$ cat src/rtl/vid_timing_ctrl.sv
// Video timing generator: free-running h/v counters framed by an IDLE/RUN FSM,
// producing registered sync/data-enable/pixel outputs for a TMDS transmitter.
module vid_timing_ctrl #(
  parameter int unsigned H_ACTIVE = 640,
  parameter int unsigned H_FP     = 16,
  parameter int unsigned H_SYNC   = 96,
  parameter int unsigned H_BP     = 48,
  parameter int unsigned V_ACTIVE = 480,
  parameter int unsigned V_FP     = 10,
  parameter int unsigned V_SYNC   = 2,
  parameter int unsigned V_BP     = 33,
  parameter bit          HS_POL   = 1'b0,
  parameter bit          VS_POL   = 1'b0
) (
  input  logic        pixelclk,
  input  logic        rst,
  input  logic        en,
  input  logic        pattern_en,
  output logic        pix_req,
  input  logic [23:0] pix_data,
  input  logic        pix_valid,
  output logic [23:0] vid_pdata,
  output logic        vid_pvde,
  output logic        vid_phsync,
  output logic        vid_pvsync,
  output logic        frame_start,
  output logic        busy,
  output logic        underflow
);

  localparam logic [11:0] H_ACT    = 12'(H_ACTIVE);
  localparam logic [11:0] H_SS     = 12'(H_ACTIVE + H_FP);
  localparam logic [11:0] H_SE     = 12'(H_ACTIVE + H_FP + H_SYNC);
  localparam logic [11:0] H_LAST   = 12'(H_ACTIVE + H_FP + H_SYNC + H_BP - 1);
  localparam logic [11:0] V_ACT    = 12'(V_ACTIVE);
  localparam logic [11:0] V_SS     = 12'(V_ACTIVE + V_FP);
  localparam logic [11:0] V_SE     = 12'(V_ACTIVE + V_FP + V_SYNC);
  localparam logic [11:0] V_LAST   = 12'(V_ACTIVE + V_FP + V_SYNC + V_BP - 1);

  typedef enum logic {IDLE = 1'b0, RUN = 1'b1} state_t;

  state_t      r_state, w_state_next;
  logic [11:0] r_h_cnt, r_v_cnt, w_h_next, w_v_next;
  logic        r_pat_mode, r_underflow, r_busy;
  logic        r_vid_pvde, r_vid_phsync, r_vid_pvsync, r_frame_start;
  logic [23:0] r_vid_pdata, w_pdata;
  logic        w_run, w_h_end, w_v_end, w_frame_first, w_active;
  logic        w_hs_region, w_vs_region, w_pat_mode;

  assign w_run         = (r_state == RUN);
  assign w_h_end       = (r_h_cnt == H_LAST);
  assign w_v_end       = (r_v_cnt == V_LAST);
  assign w_frame_first = w_run && (r_h_cnt == 12'd0) && (r_v_cnt == 12'd0);
  assign w_active      = (r_h_cnt < H_ACT) && (r_v_cnt < V_ACT);
  assign w_hs_region   = (r_h_cnt >= H_SS) && (r_h_cnt < H_SE);
  assign w_vs_region   = (r_v_cnt >= V_SS) && (r_v_cnt < V_SE);

  // Pattern mode is sampled on the first counter cycle of a frame and bypassed
  // there so that very first pixel already uses the new mode.
  assign w_pat_mode = w_frame_first ? pattern_en : r_pat_mode;

  // Handshake: pix_req is a same-cycle request with no backpressure; upstream
  // answers with pix_valid in that cycle, or the pixel is blanked and underflow set.
  assign pix_req = w_run && w_active;

  always_comb begin
    w_pdata = 24'h000000;
    if (pix_req) begin
      if (w_pat_mode)
        w_pdata = {r_h_cnt[7:0], r_v_cnt[7:0], r_h_cnt[7:0] ^ r_v_cnt[7:0]};
      else if (pix_valid)
        w_pdata = pix_data;
    end
  end

  always_ff @(posedge pixelclk) begin
    if (rst) r_state <= IDLE;
    else     r_state <= w_state_next;
  end

  // Stop requests only take effect at the last cycle of a frame.
  always_comb begin
    w_state_next = r_state;
    w_h_next     = r_h_cnt;
    w_v_next     = r_v_cnt;
    case (r_state)
      IDLE: begin
        w_h_next = 12'd0;
        w_v_next = 12'd0;
        if (en) w_state_next = RUN;
      end
      RUN: begin
        if (w_h_end) begin
          w_h_next = 12'd0;
          if (w_v_end) begin
            w_v_next = 12'd0;
            if (!en) w_state_next = IDLE;
          end else begin
            w_v_next = r_v_cnt + 12'd1;
          end
        end else begin
          w_h_next = r_h_cnt + 12'd1;
        end
      end
      default: w_state_next = IDLE;
    endcase
  end

  always_ff @(posedge pixelclk) begin
    if (rst) begin
      r_h_cnt       <= 12'd0;
      r_v_cnt       <= 12'd0;
      r_pat_mode    <= 1'b0;
      r_underflow   <= 1'b0;
      r_busy        <= 1'b0;
      r_vid_pvde    <= 1'b0;
      r_vid_pdata   <= 24'h000000;
      r_vid_phsync  <= ~HS_POL;
      r_vid_pvsync  <= ~VS_POL;
      r_frame_start <= 1'b0;
    end else begin
      r_h_cnt       <= w_h_next;
      r_v_cnt       <= w_v_next;
      r_pat_mode    <= w_pat_mode;
      r_underflow   <= r_underflow | (pix_req & ~pix_valid & ~w_pat_mode);
      r_busy        <= (w_state_next == RUN);
      r_vid_pvde    <= pix_req;
      r_vid_pdata   <= w_pdata;
      r_vid_phsync  <= (w_run && w_hs_region) ? HS_POL : ~HS_POL;
      r_vid_pvsync  <= (w_run && w_vs_region) ? VS_POL : ~VS_POL;
      r_frame_start <= w_frame_first;
    end
  end

  assign vid_pdata   = r_vid_pdata;
  assign vid_pvde    = r_vid_pvde;
  assign vid_phsync  = r_vid_phsync;
  assign vid_pvsync  = r_vid_pvsync;
  assign frame_start = r_frame_start;
  assign busy        = r_busy;
  assign underflow   = r_underflow;

endmodule

$ cat config.mk
export PLATFORM = sky130hd
export DESIGN_NAME = vid_timing_ctrl
export DESIGN_NICKNAME = d
export VERILOG_FILES = /design/src/rtl/vid_timing_ctrl.sv
export SDC_FILE = /design/constraint.sdc
export NUM_CORES = 1
export LEC_CHECK = 0
export CAP_MARGIN = 20
export CORE_ASPECT_RATIO = 0.8
export CORE_MARGIN = 2
export CORE_UTILIZATION = 44
export CTS_BUF_LIST = sky130_fd_sc_hd__clkbuf_4
export CTS_CLUSTER_DIAMETER = 50
export CTS_CLUSTER_SIZE = 20
export DETAILED_ROUTE_END_ITERATION = 16
export PLACE_DENSITY = 0.77
export RECOVER_POWER = 25
export SLEW_MARGIN = 15
export SYNTH_ARGS = -nofsm -noshare
export SYNTH_HDL_FRONTEND = slang
export SYNTH_SLANG_ARGS = --single-unit
$ cat constraint.sdc
create_clock -name pixelclk -period 7.2 [get_ports pixelclk]
set_clock_uncertainty 0.1 [all_clocks]
set_input_delay 1.8 -clock pixelclk [delete_from_list [all_inputs] [get_ports pixelclk]]
set_output_delay 1.8 -clock pixelclk [all_outputs]
set_load 0.1 [all_outputs]
==> flow_summary.toml, run 1 <==
[logic_synthesis]
ys_types = 38
syn_nets = 323
async_reset_ff_frac = 0
synth_area_mm2 = 0.002471
synth_cells = 290
synth-edff-count = 0
yosysWarnings = 0
seq_area_frac_synth = 0.4456
synth_ff_type = "dfxtp_1"
synth_seq_cells = 55
syn_avg_cell_area_um2 = 8.521

[timing]
worstMarginPinSlew_ps = 1046
final_hold_viol_count = 0
setup_viol = 0
fin_crit_sh = 0.6417
fmax_ghz = 0.2164
slew_headroom = 0.3029
tns_ps = 0
fin_crit_ps = 4620
grt_setup_unrepaired = "no"
drv_slew = 0

[layout]
fin_area_mm2 = 0.003133
num-fill-cells = 504
drive_above_1_share = 0.05075
finalNonFillerCells = 413
register_area_mm2 = 0.001101
nNetsFinal = 367
multi_input_area_mm2 = 0.001247
num_antenna_cells = 0
post-route-util = 0.5764
area_growth_pct = 26.78

[floorplanning]
std_cell_rows = 24
ios = 60
dieArea_mm2 = 0.006235
core-area_mm2 = 0.005435
die_h_um = 71.03
initial_utilization = 0.4547
dieWidth_um = 87.79

[worst_setup_path]
start_kind = "flip-flop"
crit_path_start = "r_v_cnt[6]$_SDFFE_PP0P_"
path_class = "flip-flop to output pin"
r2r_start = "r_h_cnt[5]$_SDFF_PP0_"
setup.worst_path.end = "pix_req"
timing.rr.end = "vid_pdata[0]$_SDFF_PP0_"
r2r_cells = 5
endpoint_kind = "output pin"
critPathArrivalTime_ps = 2720
crit_required_ps = 5300
regToRegSetupSlack_ps = 4240
crit_path_max_fanout = 6

[global_route]
grtUsageTotal = 0.1965
grt_overflow = 0
grt_max_degree = 33
grt_pass1_wl_um = 9549
antenna_found_initial = 0
grt_pass1_vias = 1998

[clock_network]
postCtsHoldBufs = 0
post_cts_resized = 0
root_buffer = "clkbuf_4"
cts_sinks = 55
cts_tree = "built"
clk_path_buf_depth = 2
htreeDepth = 2
cts_setup_buffers = 0
clk_latency_ps = 380
cts-buffers-inserted = 5
clkTransAtPathRegs_ps = 150

[min_path]
hold_path_class = "flip-flop to flip-flop"

[placement]
post_dp_cell_area_mm2 = 0.003063
port_buffers = 59
dp_cells = 405
dp_hpwl_um = 4213
gp_congestion = 0.8084

[pwr]
p_per_area_mw_per_mm2 = 173.7
p_leak_nw = 1.091
finalPower_mw = 0.5441
ir_drop_mv = 0.06634

[detailed_routing]
wl_per_cell_um = 14.55
first_iter_violations = 150
num_vias = 2217
drtPass1Iterations = 4
ant_nets = 0
drc = 0
viasPerCell = 5.368
routed_wirelength_um = 6008

[run]
cap_violations = 0

[outcome]
status = "finished clean"
-- kinds of logic (layout without fill, tap and decap cells) --
kind of cell,Yosys count,count (layout),share of synthesized area
AND/OR/NAND/NOR,133,133,0.2846
buffers and inverters,30,75,0.05417
flip-flops,55,55,0.4456
AO/OA/AOI/OAI,42,42,0.1033
XOR/XNOR,26,26,0.09215
adder cells (fa/ha/maj),4,4,0.02025
-- worst min-delay path by stage --
stage	start	endpoint	slack (ps)	depth (start not counted)
5_1_grt	underflow$_SDFF_PP0_	underflow$_SDFF_PP0_	420	2
3_5_place_dp	underflow$_SDFF_PP0_	underflow$_SDFF_PP0_	360	2
6_report	underflow$_SDFF_PP0_	underflow$_SDFF_PP0_	380	2
4_1_cts	underflow$_SDFF_PP0_	underflow$_SDFF_PP0_	380	2
2_1_floorplan	r_v_cnt[1]$_SDFFE_PP0P_	vid_pvsync$_SDFF_PP1_	330	1
3_3_place_gp	underflow$_SDFF_PP0_	underflow$_SDFF_PP0_	350	2
-- metrics by stage --
| step | setup slack (ps) | hold slack [ps] |
|---|---|---|
| floorplan | 2864 | 332.0 |
| global placement | 3073 | 354.0 |
| detailed placement | 3048 | 362.1 |
| CTS | 2587 | 382.6 |
| global route | 2454 | 418.3 |
| finish | 2580 | 376.1 |
-- cells in the final DEF (no fill, tap or decap), drive strengths merged --
cell type	count
clkbuf	6
or4	4
nor3b	2
a31oi	3
and4	3
nor4	2
clkdlybuf4s50	58
xor2	18
inv	7
nor4b	2
clkinv	2
o32ai	1
a21o	6
nor2b	1
a41oi	1
or2	1
nor3	5
nand3	11
dlygate4sd3	1
nand2b	4
o21ai	2
nand4b	1
buf	1
nand4bb	1
nor2	27
a21oi	28
and2	2
dfxtp	55
nand4	29
nand2	31
or3	1
and3	5
ha	4
nand3b	1
o41ai	1
xnor2	8
-- Yosys cell counts, types with 2 or more instances --
cell type  instances  area [µm²]
nand2_1           31       116.4
nor4b_1            2       17.52
or4_4              2       22.52
nand2b_1           4       25.02
buf_6              2       22.52
dfxtp_1           55        1101
a21o_1             6       45.04
and2_1             2       12.51
nand4_1           29       181.4
and4_1             3       26.28
nor4_1             2       12.51
or4_1              2       15.01
and3_1             5       31.28
inv_1              7       26.28
nand3_1           11       55.05
a21oi_2            4       35.03
ha_1               4       50.05
a21oi_1           24       120.1
nor3_1             5       25.02
nor3b_1            2       15.01
a31oi_1            3       18.77
xor2_1            18       157.7
xnor2_1            8       70.07
buf_2              5       25.02
clkbuf_1          15       56.30
nor2_1            27       101.4
-- sequential cells by signal (all words and copies together) (netlist names) --
| name | flops |
|---|---|
| underflow | 1 |
| vid_phsync | 1 |
| vid_pdata | 24 |
| frame_start | 1 |
| r_pat_mode | 1 |
| r_v_cnt | 12 |
| vid_pvsync | 1 |
| busy | 1 |
| r_h_cnt | 12 |
| vid_pvde | 1 |
-- routing by layer --
metal | wire length, µm | part of all wire | track usage
met1 | 2954 | 0.49 | 0.2787
met2 | 2538 | 0.42 | 0.2904
met3 | 403 | 0.067 | 0.04551
met4 | 111 | 0.018 | 0.07521
met5 | 0 | 0 | 0
-- final cells by class --
| cell class | instances | share of cell area |
|---|---|---|
| Multi-Input combinational cell | 205 | 0.3982 |
| Sequential cell | 55 | 0.3514 |
| Timing Repair Buffer | 60 | 0.1909 |
| Tap cell | 78 | 0.03115 |
| Clock buffer | 6 | 0.01438 |
| Inverter | 7 | 0.008387 |
| Clock inverter | 2 | 0.005591 |
-- worst max-delay path, stage by stage, from the launching register on --
cell             delay, ps
dfxtp_1                400
and3_1                 240
and2_1                 220
nand3b_1               180
nor2_1                 140
clkdlybuf4s50_1       1150
-- where the power goes --
| part | total, mW | internal, mW | switching [mW] |
|---|---|---|---|
| Sequential | 0.314 | 0.310 | 0.00445 |
| Clock | 0.143 | 0.0436 | 0.0990 |
| Combinational | 0.0874 | 0.0289 | 0.0585 |
| Total | 0.544 | 0.382 | 0.162 |
Note: power is estimated with default switching activity, not from simulation.
==> run 2: changes to the inputs <==
- PLACE_DENSITY: 0.77 -> 0.8
- clock period: 7.2 -> 3.85 ns (I/O delays scaled with it)
==> flow_summary.toml, run 2 (synthesis gave the netlist of run 1 again) <==
[worst_setup_path]
worst_path_largest_cell_delay_ps = 880
cp.buffers_inverters = 2
cp_slowest_cell = "clkbuf_1"
endpoint_kind = "flip-flop"
path_class = "input port to flip-flop"
start_kind = "input port"
regToRegSetupSlack_ps = 920
r2r_start = "r_h_cnt[10]$_SDFF_PP0_"
critPathArrivalTime_ps = 3170
crit_family = "buffers and inverters"
r2r_cells = 5
crit_required_ps = 3990
crit_chain = "dlygate4sd3_1, nor2b_1, and3_1, nand2b_1, clkbuf_1, o32ai_1"
timing.rr.end = "vid_pdata[15]$_SDFF_PP0_"
crit_path_max_fanout = 26
worstSetupPathDepth = 6

[pwr]
p_per_area_mw_per_mm2 = 336.9
combPwrFrac = 0.154
p_leak_nw = 1.098
p_sw_frac = 0.2769
finalPower_mw = 1.058
clockPowerShare = 0.291
intPower_mw = 0.7651
switching_power_mw = 0.2930
ir_drop_mv = 0.2133
seq_power_share = 0.555

[clock_network]
htreeDepth = 2
cts-buffers-inserted = 5
post_cts_resized = 0
root_buffer = "clkbuf_4"
cts_tree = "built"
clk_path_buf_depth = 2
cts_setup_buffers = 0
clk_latency_ps = 380
postCtsHoldBufs = 0
cts_sinks = 55
clkTransAtPathRegs_ps = 150

[timing]
drv_slew = 0
fmax_ghz = 0.3298
slew_headroom = 0.1933
fin_crit_sh = 0.7876
final_hold_viol_count = 0
fin_crit_ps = 3032
grt_setup_unrepaired = "no"
final.setup.worst_slack_ps = 817.9
tns_ps = 0
setup_viol = 0
worstMarginPinSlew_ps = 1210

[placement]
dp_hpwl_um = 4222
port_buffers = 59
dp_cells = 408
gp_congestion = 0.8595
pre_cts_ws_ps = 1027
post_dp_cell_area_mm2 = 0.003080

[min_path]
min_to = "underflow$_SDFF_PP0_"
hold_path_class = "flip-flop to flip-flop"
min_delay_path_depth = 2
hold_start = "underflow$_SDFF_PP0_"

[layout]
area_growth_pct = 27.09
drive_above_1_share = 0.05045
finalNonFillerCells = 415
nNetsFinal = 370
num-fill-cells = 519
layout.cells.most_common = "clkdlybuf4s50_1"
num_antenna_cells = 0
fin_area_mm2 = 0.003141
largest_reg_flops = 24
final_cell_mix = "clkdlybuf4s50_1, dfxtp_1, nand2_1"

[floorplanning]
die_h_um = 71.03
core-area_mm2 = 0.005435
std_cell_rows = 24
initial_utilization = 0.4547
dieArea_mm2 = 0.006235
dieWidth_um = 87.79
ios = 60

[detailed_routing]
first_iter_violations = 177
drc = 0
num_vias = 2246
drtPass1Iterations = 4
viasPerCell = 5.412
wl_per_cell_um = 14.60
routed_wirelength_um = 6061
ant_nets = 0

[global_route]
grtUsageTotal = 0.2050
grt_max_degree = 33
grt_overflow = 0
antenna_found_initial = 0
grt_pass1_wl_um = 10030
grt_pass1_vias = 2073

[run]
cap_violations = 0

[outcome]
status = "finished clean"
==> run 2: cell count changes in the layout (fill, tap and decap cells not counted) <==
cell | previous run | this run
clkbuf_4 | 6 | 5
or4_4 | 2 | 1
bufinv_16 | 0 | 1
or4_1 | 2 | 3
clkdlybuf4s50_1 | 58 | 56
o21ai_2 | 0 | 1
buf_4 | 1 | 3
clkbuf_1 | 0 | 3
o21ai_4 | 1 | 0
clkinv_4 | 2 | 0
clkinvlp_4 | 0 | 1
==> run 2: cell type report <==
type	count	area [µm²]	share of cell area
timing repair buffer	63	604.3	0.1924
clock buffer	5	37.54	0.01195
multi-input combinational	205	1236	0.3936
sequential	55	1101	0.3506
inverter	7	26.28	0.008367
tap	78	97.59	0.03108
clock inverter	2	37.54	0.01195
==> run 2: worst max path at each step <==
stage | start | endpoint | slack (ps)
final | rst | underflow$_SDFF_PP0_ | 820
after global routing | rst | underflow$_SDFF_PP0_ | 660
after CTS | vid_pdata[16]$_SDFF_PP0_ | vid_pdata[16] | 880
after detailed placement | rst | underflow$_SDFF_PP0_ | 1030
after global placement | rst | underflow$_SDFF_PP0_ | 1050
after floorplan | busy$_SDFF_PP0_ | pix_req | 350
==> run 2: per-stage QoR <==
stage / hold WS, ps / utilization
after floorplan: 332.0 / -
after global placement: 361.6 / 0.5668
after detailed placement: 370.1 / 0.5668
after CTS: 394.8 / 0.5806
after global routing: 408.5 / 0.5778
final: 383.3 / 0.5778
==> run 2: tightest hold or removal path, cell delays in order (launching register included) <==
cell     delay, ps
dfxtp_1        340
inv_1           50
o32ai_1         60
==> run 2: layer usage <==
metal	vias up	part of all wire	global-route usage
li1	1110	-	-
met1	1055	0.48	0.2902
met2	75	0.45	0.3182
met3	6	0.063	0.04201
met4	0	0.011	0.05641
met5	-	0	0
==> run 2: power groups by stage <==
| stage | logic [mW] | clock network [mW] | registers [mW] |
|---|---|---|---|
| CTS | 0.164 | 0.313 | 0.587 |
| floorplan | 0.0516 | 0 | 0.655 |
| finish | 0.162 | 0.308 | 0.587 |
| detailed placement | 0.163 | 0 | 0.599 |
| global route | 0.172 | 0.333 | 0.589 |
| global placement | 0.163 | 0 | 0.599 |
==> run 3: changes to the inputs <==
- clock period: 3.85 -> 2.7 ns (I/O delays scaled with it)
==> flow_summary.toml, run 3 (synthesis gave the netlist of run 1 again) <==
[placement]
gp_congestion = 0.9006
port_buffers = 59
dp_hpwl_um = 4651
dp_cells = 418

[outcome]
status = "finished clean"

[global_route]
grtUsageTotal = 0.2057
grt_pass1_wl_um = 10080
antenna_found_initial = 0
grt_pass1_vias = 2128
grt_overflow = 0
grt_max_degree = 33

[worst_setup_path]
path_class = "flip-flop to output pin"
crit_path_max_fanout = 5
crit_chain = "buf_4, and3_1, and2_4, nand3b_1, nor2_4, buf_12"
start_kind = "flip-flop"
cp_slowest_cell = "dfxtp_1"
crit_required_ps = 1920
worst_path_largest_cell_delay_ps = 330
endpoint_kind = "output pin"
critPathArrivalTime_ps = 1800
regToRegSetupSlack_ps = 140

[layout]
layout.cells.most_common = "dfxtp_1"
nNetsFinal = 380
drive_above_1_share = 0.1322
num-fill-cells = 499
area_growth_pct = 28.86
post-route-util = 0.5859
largest_reg_flops = 24
final_cell_mix = "dfxtp_1, nand2_1, nand4_1"
num_antenna_cells = 0
finalNonFillerCells = 426

[clock_network]
cts_tree = "built"
clk_latency_ps = 370
htreeDepth = 2
clkTransAtPathRegs_ps = 150
cts-buffers-inserted = 5
cts_sinks = 55
root_buffer = "clkbuf_4"
clk_path_buf_depth = 2

[detailed_routing]
drtPass1Iterations = 4
ant_nets = 0
routed_wirelength_um = 6384
num_vias = 2325
drc = 0
wl_per_cell_um = 14.99
viasPerCell = 5.458
first_iter_violations = 160

[pwr]
intPower_mw = 1.208
switching_power_mw = 0.4255
seq_power_share = 0.510
p_per_area_mw_per_mm2 = 513.0
p_leak_nw = 1.183
p_sw_frac = 0.2605
ir_drop_mv = 0.2841
clockPowerShare = 0.338
combPwrFrac = 0.152

[floorplanning]
ios = 60
dieArea_mm2 = 0.006235
initial_utilization = 0.4547
die_h_um = 71.03
dieWidth_um = 87.79
std_cell_rows = 24
core-area_mm2 = 0.005435

[timing]
setup_viol = 0
tns_ps = 0
slew_headroom = 0.2144
fin_crit_ps = 2578
worstMarginPinSlew_ps = 1183
final_hold_viol_count = 0
drv_slew = 0
fmax_ghz = 0.3880
fin_crit_sh = 0.9547
grt_setup_unrepaired = "no"

[run]
cap_violations = 0

[min_path]
hold_path_class = "flip-flop to flip-flop"
==> run 3: worst max-delay path: cells and delay by family (launching register included) <==
family	cells	cell delay [ps]
DFF	1	330
and+or+nand+nor	4	760
buffers and inverters	2	340
==> run 3: path summary, 6_finish.rpt <==
kind	from	to	depth (start not counted)
worst min register to register	underflow$_SDFF_PP0_	underflow$_SDFF_PP0_	2
worst max register to register	r_h_cnt[10]$_SDFF_PP0_	vid_pdata[0]$_SDFF_PP0_	6
worst max-delay path	r_v_cnt[6]$_SDFFE_PP0P_	pix_req	6
worst min-delay path	underflow$_SDFF_PP0_	underflow$_SDFF_PP0_	2
==> run 3: area by class of cell <==
type	count	area (µm²)	share of cell area
multi-input combinational	205	1250	0.3925
clock inverter	2	60.06	0.01886
sequential	55	1101	0.3458
clock buffer	6	45.04	0.01415
tap	78	97.59	0.03065
timing repair buffer	73	604.3	0.1898
inverter	7	26.28	0.008251
==> run 3: power groups by stage <==
stage                     registers [mW]  clock network, mW  logic, mW
after global placement             0.850                  0      0.249
after global routing               0.836              0.595      0.260
final                              0.833              0.552      0.248
after CTS                          0.834              0.563      0.253
after floorplan                    0.934                  0     0.0745
after detailed placement           0.851                  0      0.252
==> run 3: through the flow <==
step	area, µm²	power, mW	setup WS, ps	hold WS [ps]
2_1_floorplan	2479	1.008	128.6	332.0
3_5_place_dp	3141	1.103	183.3	361.3
4_1_cts	3246	1.649	28.50	385.2
3_3_place_gp	3141	1.099	240.3	359.0
6_report	3184	1.634	122.4	387.2
5_1_grt	3184	1.691	13.52	408.1
==> run 3: timing repair <==
action | in CTS | in global routing
endpoints found under the setup margin | 0 | 1
setup buffers | 0 | 0
hold buffers | 0 | 0
resized for setup | 0 | 2
==> run 3: layer usage <==
metal	GRT usage	part of all wire	up-vias	routed length, µm
li1	-	-	1130	-
met1	0.2859	0.45	1072	2886
met2	0.3232	0.45	112	2882
met3	0.03734	0.084	11	539
met4	0.06838	0.012	0	76
met5	0	0	-	0
